<file path="config.mk">
export PLATFORM = sky130hd
export DESIGN_NAME = fifo_rd_arbiter
export DESIGN_NICKNAME = d
export VERILOG_FILES = /design/src/rtl/fifo_rd_arbiter.sv
export SDC_FILE = /design/constraint.sdc
export NUM_CORES = 1
export LEC_CHECK = 0
export BUFFER_PORTS_ARGS = -buffer_cell sky130_fd_sc_hd__buf_4
export CELL_PAD_IN_SITES_DETAIL_PLACEMENT = 1
export CELL_PAD_IN_SITES_GLOBAL_PLACEMENT = 1
export CORE_UTILIZATION = 43
export CTS_CLUSTER_DIAMETER = 30
export DETAILED_ROUTE_END_ITERATION = 10
export GPL_TIMING_DRIVEN = 1
export MAX_ROUTING_LAYER = met4
export PLACE_DENSITY = 0.81
export SKIP_CTS_REPAIR_TIMING = 1
export SLEW_MARGIN = 20
export SYNTH_ARGS = -nofsm -noshare
export SYNTH_HDL_FRONTEND = slang
export SYNTH_SLANG_ARGS = --single-unit
</file>
<file path="constraint.sdc">
create_clock -name rclk -period 3.8 [get_ports rclk]
set_input_delay 0.76 -clock rclk [delete_from_list [all_inputs] [get_ports rclk]]
set_output_delay 0.76 -clock rclk [all_outputs]
set_load 0.01 [all_outputs]
</file>
<file path="src/rtl/fifo_rd_arbiter.sv">
// Read-side arbiter for the async FIFO: shares the read port among NREQ consumers.
// Define FIFO_RD_ARB_FIXED_PRIO_EN for fixed priority (consumer 0 highest).
module fifo_rd_arbiter #(
   parameter int DSIZE     = 8,
   parameter int NREQ      = 4,
   parameter int MAX_BURST = 4,
   parameter int IDW       = $clog2(NREQ)
) (
   input  logic             rclk,
   input  logic             rrst_n,
   input  logic [NREQ-1:0]  req,
   input  logic [NREQ-1:0]  rdy,
   input  logic             rempty,
   input  logic [DSIZE-1:0] rdata,
   output logic             rinc,
   output logic [NREQ-1:0]  gnt,
   output logic             out_valid,
   output logic [DSIZE-1:0] out_data,
   output logic [IDW-1:0]   out_id,
   output logic             busy
);

   typedef enum logic {IDLE, BURST} state_t;

   localparam logic [7:0]     BLAST  = 8'(MAX_BURST - 1);
   localparam logic [IDW-1:0] LASTID = IDW'(NREQ - 1);
   localparam logic [NREQ-1:0] ONE   = NREQ'(1);

   state_t         state;
   logic [IDW-1:0] g_idx;
   logic [IDW-1:0] rr_ptr;
   logic [IDW-1:0] nxt_ptr;
   logic [IDW-1:0] sel_idx;
   logic [7:0]     bcnt;
   logic           sel_vld;
   logic           req_g;
   logic           rdy_o;
   logic           accept;
   logic           pop;
   logic           last_word;
   logic           burst_end;

   assign req_g     = req[g_idx];
   assign rdy_o     = rdy[out_id];
   assign accept    = out_valid & rdy_o;
   assign pop       = (state == BURST) & req_g & ~rempty
                    & (~out_valid | accept);
   assign rinc      = pop;
   assign busy      = (state == BURST);
   assign last_word = (bcnt == BLAST);
   assign burst_end = (pop & last_word) | ~req_g;
   assign nxt_ptr   = (g_idx == LASTID) ? '0 : g_idx + 1'b1;

`ifdef FIFO_RD_ARB_FIXED_PRIO_EN
   // Scan downward so the lowest set index wins.
   always_comb begin
      sel_vld = 1'b0;
      sel_idx = '0;
      for (int k = NREQ - 1; k >= 0; k--) begin
         if (req[k]) begin
            sel_vld = 1'b1;
            sel_idx = IDW'(k);
         end
      end
   end
`else
   // First requester at or above rr_ptr, wrapping at NREQ.
   always_comb begin
      int idx;
      idx     = 0;
      sel_vld = 1'b0;
      sel_idx = '0;
      for (int k = 0; k < NREQ; k++) begin
         idx = int'(rr_ptr) + k;
         if (idx >= NREQ) idx = idx - NREQ;
         if (!sel_vld && req[IDW'(idx)]) begin
            sel_vld = 1'b1;
            sel_idx = IDW'(idx);
         end
      end
   end
`endif

   always_ff @(posedge rclk or negedge rrst_n) begin
      if (!rrst_n) begin
         state     <= IDLE;
         gnt       <= '0;
         g_idx     <= '0;
         rr_ptr    <= '0;
         bcnt      <= '0;
         out_valid <= 1'b0;
         out_data  <= '0;
         out_id    <= '0;
      end else begin
         unique case (state)
            IDLE: begin
               if (sel_vld) begin
                  gnt   <= ONE << sel_idx;
                  g_idx <= sel_idx;
                  bcnt  <= '0;
                  state <= BURST;
               end
            end
            BURST: begin
               if (burst_end) begin
                  state <= IDLE;
                  gnt   <= '0;
`ifdef FIFO_RD_ARB_FIXED_PRIO_EN
                  rr_ptr <= '0;
`else
                  rr_ptr <= nxt_ptr;
`endif
               end else if (pop) begin
                  bcnt <= bcnt + 8'd1;
               end
            end
            default: state <= IDLE;
         endcase
         // A pop overwrites the held word; its accept completes the same edge.
         if (pop) begin
            out_data  <= rdata;
            out_id    <= g_idx;
            out_valid <= 1'b1;
         end else if (accept) begin
            out_valid <= 1'b0;
         end
      end
   end

endmodule

</file>
# ---- Yosys cells after proc, flatten, opt, wreduce, memory -nomap -nowiden
# Cells that the tools add are included.
dict set report word_totals {
  reg_bits 28
  in_bits 19
  out_inout_bits 17
  wordCells 97
}
dict set report classes {
  addsub 9
  order_cmp 10
  n_eq_ne 6
  shifts 1
  muxes 41
  n_bitwise 11
  reduce_logical 11
}
# op count
set ops {}
lappend ops {{$mux W8} 3}
lappend ops {{$mux W1} 18}
lappend ops {{$mux W2} 9}
lappend ops {{$lt A2 B4 Y1 const B} 4}
lappend ops {{$pmux W8 S2} 1}
lappend ops {{$bmux W1 S2} 6}
lappend ops {{$ge A3 B3 Y1 const B} 3}
lappend ops {{$add A8 B1 Y8 const B} 1}
lappend ops {{$eq A8 B2 Y1 const B} 1}
lappend ops {{$mux W4} 2}
lappend ops {{$pmux W4 S2} 1}
lappend ops {{$sub A2 B1 Y2 const B} 4}
lappend ops {{$add A2 B2 Y3 const B} 2}
lappend ops {{$lt A2 B3 Y1 const B} 2}
lappend ops {{$reduce_and A2 Y1} 3}
lappend ops {{$and A1 B1 Y1} 5}
lappend ops {{$ne A2 B1 Y1 const B} 2}
lappend ops {{$ne A2 B2 Y1 const B} 2}
lappend ops {{$not A1 Y1} 4}
lappend ops {{$shl A1 B2 Y4 const A} 1}
lappend ops {{$add A2 B1 Y3 const B} 1}
lappend ops {{$ge A2 B3 Y1 const B} 1}
lappend ops {{$logic_and A1 B1 Y1} 3}
lappend ops {{$logic_not A1 Y1} 3}
lappend ops {{6 further kinds} 7}

# ---- Depth between registers and ports, before layout
# Gate-level depths: netlist (run 1).
dict set report logic_depth {
  depth_word 18
  ltp_mapped 7
  mapped_depth_nobuf 6
}

# ---- Least setup slack after synthesis (run 1)
# OpenSTA, ideal clock, no wires.
dict set report synth_timing {
  kind {input-to-output}
  startpoint {in req[3]}
  endpoint {out rinc}
  arrival_ns 1.747
  path_slack_ns 1.293
  cell_stages 4
  n_path_buf 2
  path_cell_list {mux4_2 -> and3_2 -> clkbuf_1 -> buf_2}
}
dict set report synth_between {
  elab_chain_cells 5
}
# element line_no
set synth_lines {}
lappend synth_lines {{start: declaration} 11} ;# input logic [NREQ-1:0] req,
lappend synth_lines {{$bmux W1 S2} 43} ;# assign req_g = req[g_idx];
lappend synth_lines {{$mux W1 (not written as such)} 43}
lappend synth_lines {{$and A1 B1 Y1 (2 in series)} 46} ;# assign pop = (state == BURST) & req_g & ~rempty
lappend synth_lines {{$and A1 B1 Y1} 47} ;# & (~out_valid | accept);
lappend synth_lines {{end: declaration} 15} ;# output logic rinc,
# Every way passes these cells. The select of a mux whose other input is x is not followed.

# ---- Worst setup path in the final report (run 1)
dict set report layout_timing {
  startpoint {reg g_idx[0]}
  endpoint {out rinc}
}
dict set report layout_between {
  elab_chain_cells 5
}
# element line_no
set layout_lines {}
lappend layout_lines {{start: declaration} 30} ;# logic [IDW-1:0] g_idx;
lappend layout_lines {{start signal: assignment} 99} ;# g_idx <= sel_idx;
lappend layout_lines {{$bmux W1 S2} 43}
lappend layout_lines {{$mux W1 (not written as such)} 43}
lappend layout_lines {{$and A1 B1 Y1 (2 in series)} 46}
lappend layout_lines {{$and A1 B1 Y1} 47}
# Every way passes these cells. The select of a mux whose other input is x is not followed.

==> results_dict.tcl, run 1 <==
set metrics [dict create \
    antenna_left 0 \
    row_count 20 \
    synth.top_cell.area_share 0.504 \
    p_total_mw 1.36 \
    drive_gt1_frac 0.375 \
    yosysTopAreaCell "dfrtp_1" \
    die_h_um 58.9 \
    drc_errors 0 \
    min_period_ns 2.68 \
    drt_iter0_markers 11 \
    synth.distinct_cells 42 \
    worstSetupStartpoint "g_idx[0]" \
    postLayoutCellArea_um2 1740 \
    vdd_drop_max_mv 0.387 \
    r2r_cells 6 \
    area_delta_synth_final_pct 25.2 \
    setup_viol 0 \
    post_layout_nonfiller_instances 204 \
    switching_share 0.373 \
    clockBufferDepth 2 \
    min_path_type "input pin to async pin" \
    worstSetupEndpoint "rinc" \
    cts_tree "built" \
    crit_type "register to primary output" \
    async_reset_ff_frac 1.00 \
    grt_overflow 0 \
    crit_family "multiplexers" \
    track_usage 0.231 \
    die_w_um 58.9 \
    first_global_vias 1234 \
    layout.nets 182 \
    rsz0062_at_grt "no" \
    ys_warn_count 0 \
    start_util 0.456 \
    fillCellCount 351 \
    h-tree-depth 1 \
    synth_nets 146 \
    dp.cells 200 \
    synth_cells 125 \
    clock.fmax_mhz 373 \
    die-area_um2 3470 \
    dpl_cell_area_um2 1690 \
    yosys.cell_count.top_type "dfrtp_1" \
    seq_area_frac_synth 0.504 \
    antenna_found_initial 0 \
    finalWirelength_mm 3.43 \
    end_kind "primary output" \
    tightest_slew_ns 0.448 \
    r2r_end "bcnt[5]" \
    cts.clk_slew.worst_paths_ns 0.15 \
    critical_path_required_ns 3.04 \
    port_buffers 35 \
    status "complete, no violations" \
    crit_slowest_cell "mux4_2" \
    cp_num_buf_inv 1 \
    core_area_um2 3050 \
    final.setup.tns_ns 0 \
    synth_edf_count 0 \
    netlist_top_cells_area "dfrtp_1 50%, mux2_2 9.7%, nand2_1 3.0%, nand3_1 2.5%, inv_1 1.9%" \
    maxCapViolCount 0 \
    synth.cell_area_um2 1390 \
    crit_path_cell_trace "mux4_2 > and3_2 > buf_4" \
    grt_max_degree 29 \
    clk_latency_ns 0.33 \
    min_period_over_period 0.705 \
    cts_sinks 28 \
    n_antenna_cell 0 \
    intPower_uw 852 \
    relSlewSlack 0.701 \
    critical_path.max_stage_delay_ns 0.56 \
    synth_area_per_cell_um2 11.1 \
    ioPinCount 36 \
    grt_pass1_wl_mm 5.77 \
    vias_per_cell 5.68 \
    critPathArrivalTime_ns 1.92 \
    place_hpwl_mm 2.57 \
    power_frac_comb 0.445 \
    synth_common_cells "28 x dfrtp_1, 12 x mux2_2, 11 x nand2_1" \
    power_frac_seq 0.411 \
    r2r_setup_slack_ns 1.57 \
    leakage_nw 0.847 \
    ys_seq_elements 28 \
    clockPowerShare 0.144 \
    final-hold-violation-count 0 \
    root_buffer "clkbuf_4" \
    crit_path_max_fanout 14 \
    finClkSkew_ns 0.00240 \
    cp.depth 3 \
    r2r_start "bcnt[0]" \
    yosys_most_used_dff "dfrtp_1" \
    vias 1159 \
    gp_congestion 0.757 \
    numCtsBuffers 3 \
    switchingPower_uw 508 \
    power.density_nw_per_um2 781 \
    slew_viol_final 0 \
    drt_first_pass_iters 4 \
    wl_per_cell_um 16.8 \
    cp-start-kind "register" \
]
==> flip-flops by register name (all words and copies together), names as in the netlist <==
signal,cells
out_data,8
gnt,4
bcnt,8
out_id,2
g_idx,2
out_valid,1
rr_ptr,2
busy,1
==> power by group through the flow <==
stage,clock (mW),combinational [mW],sequential (mW)
after floorplan,0,0.349,0.562
after global placement,0,0.581,0.556
after detailed placement,0,0.609,0.565
after CTS,0.200,0.611,0.559
after global routing,0.211,0.661,0.581
final,0.196,0.605,0.559
==> cell type report <==
class / instances / area (um^2) / share of cell area
tap: 44 / 55.1 / 0.0316
inverter: 7 / 26.3 / 0.0151
timing repair buffer: 36 / 270 / 0.155
sequential: 28 / 701 / 0.402
multi-input combinational: 85 / 637 / 0.366
clock buffer: 3 / 22.5 / 0.0129
clock inverter: 1 / 30.0 / 0.0172
==> how the worst min path moves through the flow <==
stage | start | to | slack [ns] | cells past startpoint
6_report | rrst_n | rr_ptr[0] | 0.31 | 1
5_1_grt | rrst_n | rr_ptr[0] | 0.32 | 1
4_1_cts | rrst_n | rr_ptr[0] | 0.32 | 1
3_5_place_dp | out_data[2] | out_data[2] | 0.50 | 1
3_3_place_gp | out_data[6] | out_data[6] | 0.49 | 1
2_1_floorplan | rrst_n | bcnt[0] | 0.46 | 0
==> cells in the final DEF, fill, tap and decap left out, types with 3 or more instances in the layout <==
master | Yosys | layout
clkbuf_4 | 0 | 3
nand2_1 | 11 | 11
and3_1 | 4 | 4
nor2_1 | 3 | 3
mux2_2 | 12 | 12
nor3_1 | 3 | 3
dfrtp_1 | 28 | 28
o22ai_1 | 3 | 3
o21ai_0 | 5 | 5
buf_4 | 0 | 36
nand3_1 | 7 | 7
inv_1 | 7 | 7
==> cells by family (layout without fill, tap and decap cells) <==
group / Yosys count / after routing / synth area share
adders and majority gates: 2 / 2 / 0.0180
AOI/OAI and AO/OA: 26 / 26 / 0.147
DFF: 28 / 28 / 0.504
and+or+nand+nor: 42 / 42 / 0.165
buffers and inverters: 12 / 47 / 0.0387
muxes: 15 / 15 / 0.128
==> per-stage QoR <==
step | utilization | hold WS [ns] | setup WS (ns)
6_report | 0.570 | 0.310 | 1.12
5_1_grt | 0.570 | 0.317 | 1.01
2_1_floorplan | - | 0.464 | 1.29
3_3_place_gp | 0.553 | 0.493 | 1.16
3_5_place_dp | 0.553 | 0.498 | 1.13
4_1_cts | 0.570 | 0.322 | 1.11
==> per-layer routing <==
metal	vias to the layer above	share of wire	track usage
li1	534	-	-
met4	0	0.0052	0.0544
met3	2	0.047	0.0396
met5	-	0	-
met1	585	0.42	0.271
met2	38	0.52	0.411
(Power assumes the default switching activity.)
==> inputs of run 2 (changes only) <==
--- a/config.mk
+++ b/config.mk
@@ -8,12 +8,12 @@
 export BUFFER_PORTS_ARGS = -buffer_cell sky130_fd_sc_hd__buf_4
 export CELL_PAD_IN_SITES_DETAIL_PLACEMENT = 1
 export CELL_PAD_IN_SITES_GLOBAL_PLACEMENT = 1
-export CORE_UTILIZATION = 43
+export CORE_UTILIZATION = 40
 export CTS_CLUSTER_DIAMETER = 30
 export DETAILED_ROUTE_END_ITERATION = 10
 export GPL_TIMING_DRIVEN = 1
 export MAX_ROUTING_LAYER = met4
-export PLACE_DENSITY = 0.81
+export PLACE_DENSITY = 0.76
 export SKIP_CTS_REPAIR_TIMING = 1
 export SLEW_MARGIN = 20
 export SYNTH_ARGS = -nofsm -noshare
==> constraint.sdc (replaced) <==
create_clock -name rclk -period 2.7 [get_ports rclk]
set_input_delay 0.54 -clock rclk [delete_from_list [all_inputs] [get_ports rclk]]
set_output_delay 0.54 -clock rclk [all_outputs]
set_load 0.01 [all_outputs]
==> run 2 against run 1 <==
Critical path depth did not move. Combinational power is 46% higher. Clock power up 6%. Sequential power rose by 36%. Clock-buffer cell count up 1. Cell count is 2.0% higher. Sequential share of layout area down 0.20 points. Worst hold slack got worse by 0.21 ns. Die area rose by 7.2%. Global-route usage down 2.7 points. Routed wire length shrank 4.4%. Register-to-register slack got worse by 0.98 ns.
==> results_dict.tcl, run 2 (synthesis results as in run 1) <==
set metrics [dict create \
    finClkSkew_ns 0.00588 \
    crit_slowest_cell "mux4_2" \
    end_kind "primary output" \
    start_util 0.417 \
    vdd_drop_max_mv 0.485 \
    drt_first_pass_iters 4 \
    crit_family "multiplexers" \
    numCtsBuffers 3 \
    maxCapViolCount 0 \
    final_common_cell "buf_4" \
    antenna_left 0 \
    r2r_setup_slack_ns 0.59 \
    slew_viol_final 0 \
    min_period_ns 2.42 \
    min_period_over_period 0.896 \
    gp_congestion 0.740 \
    first_global_vias 1145 \
    port_buffers 35 \
    most-common-layout-cells "38 x buf_4, 28 x dfrtp_1, 12 x mux2_2, 11 x nand2_1" \
    ioPinCount 36 \
    critical_path_required_ns 2.16 \
    drc_errors 0 \
    min_path_type "input pin to async pin" \
    crit_path_max_fanout 14 \
    relSlewSlack 0.753 \
    grt_overflow 0 \
    status "complete, no violations" \
    cts_sinks 28 \
    hold_slack_ns 0.0983 \
    row_count 21 \
    crit_path_cell_trace "mux4_2 > and3_2 > buf_4" \
    area_delta_synth_final_pct 25.8 \
    rsz0062_at_grt "no" \
    cp-start-kind "register" \
    post_layout_nonfiller_instances 208 \
    critical_path.max_stage_delay_ns 0.55 \
    wl_per_cell_um 15.8 \
    final-hold-violation-count 0 \
    reg_top3 "bcnt: 8 flops, out_data: 8 flops, gnt: 4 flops" \
    critPathArrivalTime_ns 1.88 \
    timing.final.ws_setup_ns 0.281 \
    layout.nets 184 \
    finalWirelength_mm 3.28 \
    clockBufferDepth 2 \
    cts.clk_slew.worst_paths_ns 0.14 \
    drive_gt1_frac 0.389 \
    grt_pass1_wl_mm 5.29 \
    antenna_found_initial 0 \
    vias 1139 \
    die_w_um 61.0 \
    clock.fmax_mhz 413 \
    power.density_nw_per_um2 1060 \
    leakage_nw 0.852 \
    final.setup.tns_ns 0 \
    clk_latency_ns 0.33 \
    place_worst_setup_slack_ns 0.471 \
    h-tree-depth 1 \
    vias_per_cell 5.48 \
    dp.cells 204 \
    dpl_cell_area_um2 1710 \
    setup_viol 0 \
    grt_max_degree 29 \
    root_buffer "clkbuf_4" \
    n_antenna_cell 0 \
    multi_input_area_um2 644 \
    seqCellArea_um2 701 \
    fillCellCount 383 \
    crit_type "register to primary output" \
    die-area_um2 3720 \
    postLayoutCellArea_um2 1750 \
    track_usage 0.204 \
    place_hpwl_mm 2.50 \
    drt_iter0_markers 19 \
    cp_num_buf_inv 1 \
    die_h_um 61.0 \
    tightest_slew_ns 0.371 \
    core_area_um2 3340 \
    cts_tree "built" \
]
## run 2: final cells by class
type | count | area share
timing repair buffer | 38 | 0.163
sequential | 28 | 0.400
tap | 46 | 0.0329
multi-input combinational | 85 | 0.368
inverter | 7 | 0.0150
clock buffer | 4 | 0.0207
## run 2: where the power goes
part	internal [mW]	switching, mW
sequential	0.601	0.158
combinational	0.466	0.418
clock	0.0827	0.124
total	1.15	0.701
## run 2: path summary, 6_finish.rpt
check / end / cells after the start / startpoint
max: rinc / 3 / g_idx[0]
min: rr_ptr[0] / 1 / rrst_n
max reg2reg: bcnt[5] / 6 / bcnt[0]
min reg2reg: out_data[7] / 1 / out_data[7]
max in group asynchronous: out_id[0] / 1 / rrst_n
min in group rclk: out_data[5] / 2 / rdata[5]
## run 2: worst reg2reg max path, stage by stage, from the launching register on
cell and delay [ns]:
dfrtp_1 0.45, ha_1 0.26, nor4b_1 0.16, and3_1 0.18
or3b_1 0.42, and2_4 0.20, a221o_1 0.34
## run 2: layer usage
metal	track usage	vias to the layer above	wire length (um)
met3	0.0384	5	146
met4	0.0682	0	51
li1	-	538	-
met1	0.252	564	1500
met5	-	-	0
met2	0.336	32	1580
## run 2: through the flow
stage	utilization	power (mW)
floorplan	-	1.28
CTS	0.525	1.88
detailed placement	0.514	1.67
global route	0.525	2.01
global placement	0.514	1.62
finish	0.525	1.85
==> inputs of run 3 (changes only) <==
--- a/config.mk
+++ b/config.mk
@@ -8,12 +8,14 @@
 export BUFFER_PORTS_ARGS = -buffer_cell sky130_fd_sc_hd__buf_4
 export CELL_PAD_IN_SITES_DETAIL_PLACEMENT = 1
 export CELL_PAD_IN_SITES_GLOBAL_PLACEMENT = 1
-export CORE_UTILIZATION = 40
+export CORE_UTILIZATION = 30
 export CTS_CLUSTER_DIAMETER = 30
 export DETAILED_ROUTE_END_ITERATION = 10
 export GPL_TIMING_DRIVEN = 1
+export HOLD_SLACK_MARGIN = 0.1
 export MAX_ROUTING_LAYER = met4
-export PLACE_DENSITY = 0.76
+export PLACE_DENSITY = 0.59
+export RECOVER_POWER = 100
 export SKIP_CTS_REPAIR_TIMING = 1
 export SLEW_MARGIN = 20
 export SYNTH_ARGS = -nofsm -noshare
==> run 3 against run 2 <==
The run now ends with max-capacitance violations, max-slew violations left. Clock skew down 0.0018 ns. Critical path depth up 1. Largest cell class unchanged. Via count rose by 0.88%. Register-to-register slack worse by 0.16 ns. Sequential power is essentially flat. Routed wire length rose by 6.1%. Clock-buffer cell count did not move. Worst hold slack better by 0.39 ns. Worst setup slack lost 0.0050 ns. Design area is 3.7% lower. Die area grew 32%. Non-clock buffer count stayed put.
==> results_dict.tcl, run 3 (synthesis results as in run 1) <==
set metrics [dict create \
    grt_overflow 0 \
    setup_viol 0 \
    final-hold-violation-count 0 \
    antenna_left 0 \
    min_path_type "input pin to register" \
    gp_congestion 0.752 \
    antenna_found_initial 0 \
    p_total_mw 1.79 \
    power.density_nw_per_um2 1060 \
    r2r_cells 6 \
    critPathArrivalTime_ns 1.88 \
    cp-start-kind "register" \
    reg_top3 "bcnt: 8 flops, out_data: 8 flops, gnt: 4 flops" \
    drt_iter0_markers 28 \
    min_period_ns 2.42 \
    row_count 24 \
    cp_num_buf_inv 1 \
    port_buffers 35 \
    start_util 0.315 \
    hold_slack_ns 0.489 \
    worstSetupStartpoint "out_id[1]" \
    hold_depth 2 \
    numCtsBuffers 3 \
    maxCapViolCount 1 \
    clk_latency_ns 0.28 \
    min_period_over_period 0.898 \
    vias 1149 \
    track_usage 0.160 \
    finClkSkew_ns 0.00406 \
    drt_first_pass_iters 4 \
    tightest_slew_ns 1.57 \
    die-area_um2 4910 \
    leakage_nw 0.780 \
    violations "max-capacitance violations, max-slew violations" \
    wl_per_cell_um 16.3 \
    r2r_start "busy" \
    final.setup.tns_ns 0 \
    vdd_drop_max_mv 0.358 \
    critical_path.max_stage_delay_ns 0.46 \
    place_hpwl_mm 2.61 \
    first_global_vias 1239 \
    die_h_um 70.1 \
    rsz0062_at_grt "no" \
    finalWirelength_mm 3.48 \
    crit_type "register to primary output" \
    dpl_cell_area_um2 1720 \
    area_delta_synth_final_pct 21.1 \
    cts_sinks 28 \
    cts.clk_slew.worst_paths_ns 0.10 \
    slew_viol_final 29 \
    critical_path_required_ns 2.16 \
    cts_tree "built" \
    final_common_cell "dfrtp_1" \
    core_area_um2 4410 \
    drive_gt1_frac 0.241 \
    root_buffer "clkbuf_8" \
    h-tree-depth 1 \
    crit_path_cell_trace "mux2_2 > a2bb2oi_1 > and3_2 > clkbuf_1" \
    crit_path_max_fanout 14 \
    postLayoutCellArea_um2 1690 \
    die_w_um 70.1 \
    grt_max_degree 29 \
    clock.fmax_mhz 412 \
    status "finished with violations" \
    n_antenna_cell 0 \
    end_kind "primary output" \
    cp.depth 4 \
    layout.nets 184 \
    min_from "rdata[0]" \
    crit_family "simple AND/OR/NAND/NOR gates" \
    vias_per_cell 5.37 \
    crit_slowest_cell "and3_2" \
    drc_errors 0 \
    grt_pass1_wl_mm 6.04 \
    clockBufferDepth 2 \
    most-common-layout-cells "28 x dfrtp_1, 20 x clkbuf_1, 18 x buf_4, 12 x mux2_2, 11 x nand2_1" \
    ioPinCount 36 \
    relSlewSlack -0.0488 \
]
-- run 3: cell types whose count changed in the layout (fill, tap and decap cells not counted), moves of 2 or more --
cell / before / now
and2_0: 0 / 2
clkbuf_1: 0 / 20
clkbuf_8: 1 / 4
clkbuf_4: 3 / 0
buf_4: 38 / 18
-- run 3: metrics by stage --
step           std cells  worst slack [ns]   util
6_report             214             0.276  0.382
5_1_grt              214             0.152  0.382
4_1_cts              214             0.269  0.402
3_5_place_dp         210             0.430  0.390
3_3_place_gp         210             0.478  0.390
2_1_floorplan        125             0.633      -
-- run 3: worst register-to-register path, delay by kind of cell (launching register included) --
| kind | cells | cell delay, ns |
|---|---|---|
| buf+inv | 3 | 1.18 |
| flops | 1 | 0.35 |
| simple gates | 1 | 0.34 |
| mux | 1 | 0.22 |
| compound gates | 1 | 0.12 |
-- run 3: report_power, final --
part / switching (mW) / internal, mW / leakage [nW]
Clock: 0.133 / 0.131 / 0.0288
Combinational: 0.422 / 0.341 / 0.399
Sequential: 0.157 / 0.603 / 0.352
Total: 0.712 / 1.07 / 0.780
-- run 3: final cells by class --
cell class / instances / area [um^2]
Tap cell: 52 / 65.1
Fill cell: 515 / 2730
Clock buffer: 4 / 55.1
Multi-Input combinational cell: 85 / 628
Timing Repair Buffer: 38 / 210
Sequential cell: 28 / 701
Inverter: 7 / 26.3
-- run 3: metal layers --
layer  track usage  routed length (um)  vias up
met5             -                   0        -
met4        0.0556                  22        0
met3        0.0274                 147        2
met2         0.262                1640       36
met1         0.201                1670      575
li1              -                   -      536
-- run 3: path summary, 6_finish.rpt --
kind | endpoint | slack [ns]
max | rinc | 0.28
min in group asynchronous | out_valid | 0.64
min | out_data[0] | 0.49
min reg2reg | out_data[6] | 0.52
max reg2reg | bcnt[1] | 0.43
max in group asynchronous | gnt[1] | 1.15
